[config.mk]
export PLATFORM = sky130hd
export DESIGN_NAME = dmem_arbiter
export DESIGN_NICKNAME = d
export VERILOG_FILES = /design/src/rtl/dmem_arbiter.sv
export SDC_FILE = /design/constraint.sdc
export NUM_CORES = 1
export LEC_CHECK = 0
export ABC_CLOCK_PERIOD_IN_PS = 3000
export CAP_MARGIN = 20
export CELL_PAD_IN_SITES_DETAIL_PLACEMENT = 1
export CELL_PAD_IN_SITES_GLOBAL_PLACEMENT = 1
export CORE_AREA = 5 5 120 122
export CTS_CLUSTER_SIZE = 12
export DETAILED_ROUTE_END_ITERATION = 10
export DIE_AREA = 0 0 125 127
export DONT_BUFFER_PORTS = 1
export PLACE_DENSITY_LB_ADDON = 0.12
export REMOVE_ABC_BUFFERS = 1
export SYNTH_ARGS = -nofsm -noshare
export SYNTH_HDL_FRONTEND = slang
export SYNTH_SLANG_ARGS = --single-unit
[constraint.sdc]
create_clock -name clk -period 3 [get_ports clk]
set_input_delay 0.15 -clock clk [delete_from_list [all_inputs] [get_ports clk]]
set_output_delay 0.15 -clock clk [all_outputs]
set_load 0.005 [all_outputs]
[src/rtl/dmem_arbiter.sv]
// Two-port round-robin arbiter in front of the single-ported data memory.
// The last winner may hold the memory for up to MAX_BURST consecutive grants; responses come back one cycle after the grant.
module dmem_arbiter #(
  parameter int ADDR_W    = 32,
  parameter int DATA_W    = 32,
  parameter int MAX_BURST = 4
) (
  input  logic              clk,
  input  logic              reset,
  input  logic              m0_req,
  input  logic              m0_we,
  input  logic [ADDR_W-1:0] m0_addr,
  input  logic [DATA_W-1:0] m0_wdata,
  input  logic [3:0]        m0_be,
  input  logic              m1_req,
  input  logic              m1_we,
  input  logic [ADDR_W-1:0] m1_addr,
  input  logic [DATA_W-1:0] m1_wdata,
  input  logic [3:0]        m1_be,
  output logic              m0_gnt,
  output logic              m1_gnt,
  output logic              m0_rvalid,
  output logic              m1_rvalid,
  output logic [DATA_W-1:0] m0_rdata,
  output logic [DATA_W-1:0] m1_rdata,
  output logic              mem_en,
  output logic              mem_we,
  output logic [ADDR_W-1:0] mem_addr,
  output logic [DATA_W-1:0] mem_wdata,
  output logic [3:0]        mem_be,
  input  logic [DATA_W-1:0] mem_rdata
);
  localparam int BW = $clog2(MAX_BURST + 1);
  localparam logic [BW-1:0] BURST_MAX = BW'(MAX_BURST);

  typedef struct packed {
    logic              we;
    logic [ADDR_W-1:0] addr;
    logic [DATA_W-1:0] wdata;
    logic [3:0]        be;
  } req_t;

  req_t [1:0]              w_rq;
  req_t                    w_sel;
  logic [1:0]              w_req, w_gnt, w_rvalid;
  logic [1:0][DATA_W-1:0]  w_rdata;
  logic                    w_any, w_win;

  logic                    r_last, r_rsp_v, r_rsp_port, r_rsp_we;
  logic [BW-1:0]           r_burst;

  assign w_req   = {m1_req, m0_req};
  assign w_rq[0] = '{we: m0_we, addr: m0_addr, wdata: m0_wdata, be: m0_be};
  assign w_rq[1] = '{we: m1_we, addr: m1_addr, wdata: m1_wdata, be: m1_be};

  // burst==0 means no streak is running yet, so the non-last port (port 0 after reset) wins contention.
  always_comb begin
    w_win = 1'b0;
    case (w_req)
      2'b10:   w_win = 1'b1;
      2'b11:   w_win = (r_burst != '0 && r_burst < BURST_MAX) ? r_last : ~r_last;
      default: w_win = 1'b0;
    endcase
  end

  assign w_any = reset && (|w_req);
  assign w_sel = w_rq[w_win];

  generate
    for (genvar p = 0; p < 2; p++) begin : g_port
      assign w_gnt[p]    = w_any && (w_win == 1'(p));
      assign w_rvalid[p] = r_rsp_v && (r_rsp_port == 1'(p));
      assign w_rdata[p]  = (w_rvalid[p] && !r_rsp_we) ? mem_rdata : '0;
    end
  endgenerate

  assign m0_gnt    = w_gnt[0];
  assign m1_gnt    = w_gnt[1];
  assign m0_rvalid = w_rvalid[0];
  assign m1_rvalid = w_rvalid[1];
  assign m0_rdata  = w_rdata[0];
  assign m1_rdata  = w_rdata[1];

  assign mem_en    = w_any;
  assign mem_we    = w_any && w_sel.we;
  assign mem_addr  = w_any ? w_sel.addr  : '0;
  assign mem_wdata = w_any ? w_sel.wdata : '0;
  assign mem_be    = w_any ? w_sel.be    : '0;

  always_ff @(posedge clk or negedge reset) begin
    if (!reset) begin
      r_last     <= 1'b1;
      r_burst    <= '0;
      r_rsp_v    <= 1'b0;
      r_rsp_port <= 1'b0;
      r_rsp_we   <= 1'b0;
    end else begin
      r_rsp_v <= w_any;
      if (w_any) begin
        r_last     <= w_win;
        r_rsp_port <= w_win;
        r_rsp_we   <= w_sel.we;
        if (w_win != r_last)
          r_burst <= BW'(1);
        else if (r_burst != BURST_MAX)
          r_burst <= r_burst + BW'(1);
      end
    end
  end
endmodule

==> metrics <==
CTS tree=done; Placed Area=between 1500 and 2000 um^2; Max Cap Violations=0; sequential fraction of the synthesis area=roughly 11%; Post-Synthesis Cell Area=1544 um^2; Cells after Synth=a little under 200; clk sink count=7; setup TNS=0 ps; Starting Density=11.80%; Tot GR Track Use=a little over a tenth; Slew Limit Headroom=48.17%; slowest stage delay, CP=around 650 ps; post-synth cell types=28; setup ws final=389.1 ps; Die Area=~16000 um^2; number of synthesized flops with an enable pin=0; grt total ovfl=0; core area=13090 um^2; Arr. time, crit path=2460 ps; Max stage delay cell, worst path=o211a_2; Setup Buffers After CTS=0; RePlAce Congestion=approximately 0.75; # DRC=0; post-layout total power=about 1000 uW; cell area after layout=roughly 1800 um^2; Final Critical Period=about 2600 ps; worst path cell trace=inv_1 > ha_1 > nor2_2 > xnor2_1 > o211a_2 > buf_12 > a22o_1; Slew @ Worst Pin=777.5 ps; latest clock arrival within the worst-skew pair=~230 ps; initial antenna violation count=0; syn avg cell area=~7.8 um^2; critical path buffer and inverter count=2; worst vdd ir=~0.14 mV; synthesis warning total=0; dpl hpwl=a little under 9 mm; layout cells sized above 1=under 10%; Post-Synth Simple-Gate Area=between 30% and 40%; Leak Pwr=just over 0.7 nW; TritonRoute pass-1 iters=4; number of I/O port buffers=0; Clock transition at path regs=roughly 40 ps; Synth Area in Compound Gates=between 40 and 50%; Placement Setup Slack=about 600 ps; ys async rst share=between 90% and 100%; Slew Limit Fails=0; critical setup path kind=flop to output port; Top Family by Delay on Critical Path=compound AO/OA/AOI/OAI gates; n_diodes=0; RSZ-0062 raised after global routing=false; WHS=about 63 ps; post-synthesis adder-cell area fraction=approximately 1.6%; WL/cell=27.00 um; Ports=between 300 and 400; fin util=about 14%; H-Tree Depth=1; Post-DRT Antenna Nets=0; vias post-DR=1702; WP data required=between 2000 and 3000 ps; Cell Pwr Density=roughly 540 nW/um^2; die extent in y=127 um; number of synthesized register bits=7; chip width=125 um; Max Fclk=0.3830 GHz; initial drt markers=63; via/cell ratio=approximately 4.7; post-route clock period utilization=87.03%; mux contribution to synthesized area=less than 1%; DP Cell Count=roughly 360; startpoint types=flop; Fill cells=approximately 1600; Final Setup Violations=0; status=finished, final reports clean; Post-Synth XOR/XNOR Area=0.5673%; TritonCTS Buffers=3; number of global-route vias before repair=~1800; final WL=between 9 and 10 mm; Clock Tree Buf Depth=2; HP Class=input port to flop; pin count of the biggest net entering global routing=43; Post-Layout Cell Count=around 360; Fin. Hold Viols=0; Syn-to-layout area delta=17.34%; Core Rows=42; clk root buf=clkbuf_16; largest family of logic cells by synthesized area=compound AO/OA/AOI/OAI gates; Main synth FF type=dfrtp_1; CP Max Fanout=42; CP endpoint kind=output port; first-pass GRT wire length=13.01 mm; Fin Clk Skew=around 1.4 ps; Final nets=364
[final timing paths]
kind                                        start                     end  slack, ps  cells after the start
hold / removal                              m1_we    r_rsp_we$_DFFE_PN0P_         60                      1
setup reg to reg           r_burst[0]$_DFFE_PN0P_    r_rsp_we$_DFFE_PN0P_       1010                      6
max in group asynchronous                   reset      r_last$_DFFE_PN1P_       2420                      1
setup / recovery           r_burst[0]$_DFFE_PN0P_               mem_be[0]        390                      7
min in group asynchronous                   reset    r_rsp_we$_DFFE_PN0P_        270                      1
hold reg to reg            r_burst[1]$_DFFE_PN0P_  r_burst[1]$_DFFE_PN0P_        540                      1
[per-layer routing]
layer  part of all wire [%]  vias up  GRT usage (%)
met5                      0        -              0
met3                     13        6          4.549
met1                     32      780          10.51
met2                     53      200          20.59
met4                    1.3        0          2.168
li1                       -      716              -
[where the power goes]
group / switching (mW) / leakage [nW] / total (mW) / internal [mW]
Clock: 0.0519 / 0.0409 / 0.227 / 0.175
Sequential: 0.0317 / 0.0842 / 0.160 / 0.128
Combinational: 0.353 / 0.596 / 0.594 / 0.242
Total: 0.436 / 0.722 / 0.981 / 0.545
[state kept, by name (all words and copies together) (netlist names)]
name        cells
r_burst         3
r_last          1
r_rsp_port      1
r_rsp_v         1
r_rsp_we        1
[area by class of cell]
type / count / area [um^2] / share of cell area [%]
clock buffer: 3 / 75.07 / 4.144
clock inverter: 1 / 5.005 / 0.2762
inverter: 4 / 15.01 / 0.8287
multi-input combinational: 166 / 1247 / 68.85
sequential: 7 / 176.4 / 9.738
tap: 176 / 220.2 / 12.15
timing repair buffer: 6 / 72.57 / 4.006
[cells by family (layout without fill, tap and decap cells)]
logic type / after synthesis / count (layout)
AOI/OAI and AO/OA: 83 / 83
muxes: 1 / 1
and+or+nand+nor: 79 / 79
DFF: 7 / 7
adders and majority gates: 2 / 2
buffers and inverters: 25 / 14
xor gates and xnor gates: 1 / 1
[synthesized netlist by cell type, types with 2 or more instances]
library cell / n / area share [%]
a22o_1: 70 / 40
and2_1: 66 / 27
buf_4: 8 / 3.9
buf_2: 7 / 2.3
clkbuf_1: 6 / 1.5
dfrtp_1: 6 / 9.7
a21oi_1: 4 / 1.3
inv_1: 4 / 0.97
nand2_1: 3 / 0.73
a21o_1: 2 / 0.97
ha_1: 2 / 1.6
nand2b_1: 2 / 0.81
nand3_1: 2 / 0.65
o21ai_0: 2 / 0.65
[cells in the final DEF, fill, tap and decap left out]
cell,n
o21ai_0,2
buf_4,3
dlygate4sd3_1,1
o221ai_1,1
dfrtp_1,6
a221o_1,1
mux2i_1,1
nand3_1,2
nor2b_1,1
xnor2_1,1
nor2_2,1
o211a_2,1
a21oi_4,1
nand2b_1,2
a21oi_1,4
ha_1,2
clkbuf_16,3
nand2_1,3
nand3b_1,1
clkinv_2,1
and3b_1,1
o21a_1,1
dfstp_2,1
and2_1,66
a21o_1,2
inv_1,4
nor3_1,1
buf_12,2
a22o_1,70
nor3b_2,1
[timing repair]
| item | CTS | global route |
|---|---|---|
| hold buffers | 1 | 0 |
| gates resized for setup | 0 | 0 |
| setup endpoints to repair | 0 | 0 |
| endpoints found under the hold margin | 7 | 0 |
Note: power is estimated with default switching activity, not from simulation.
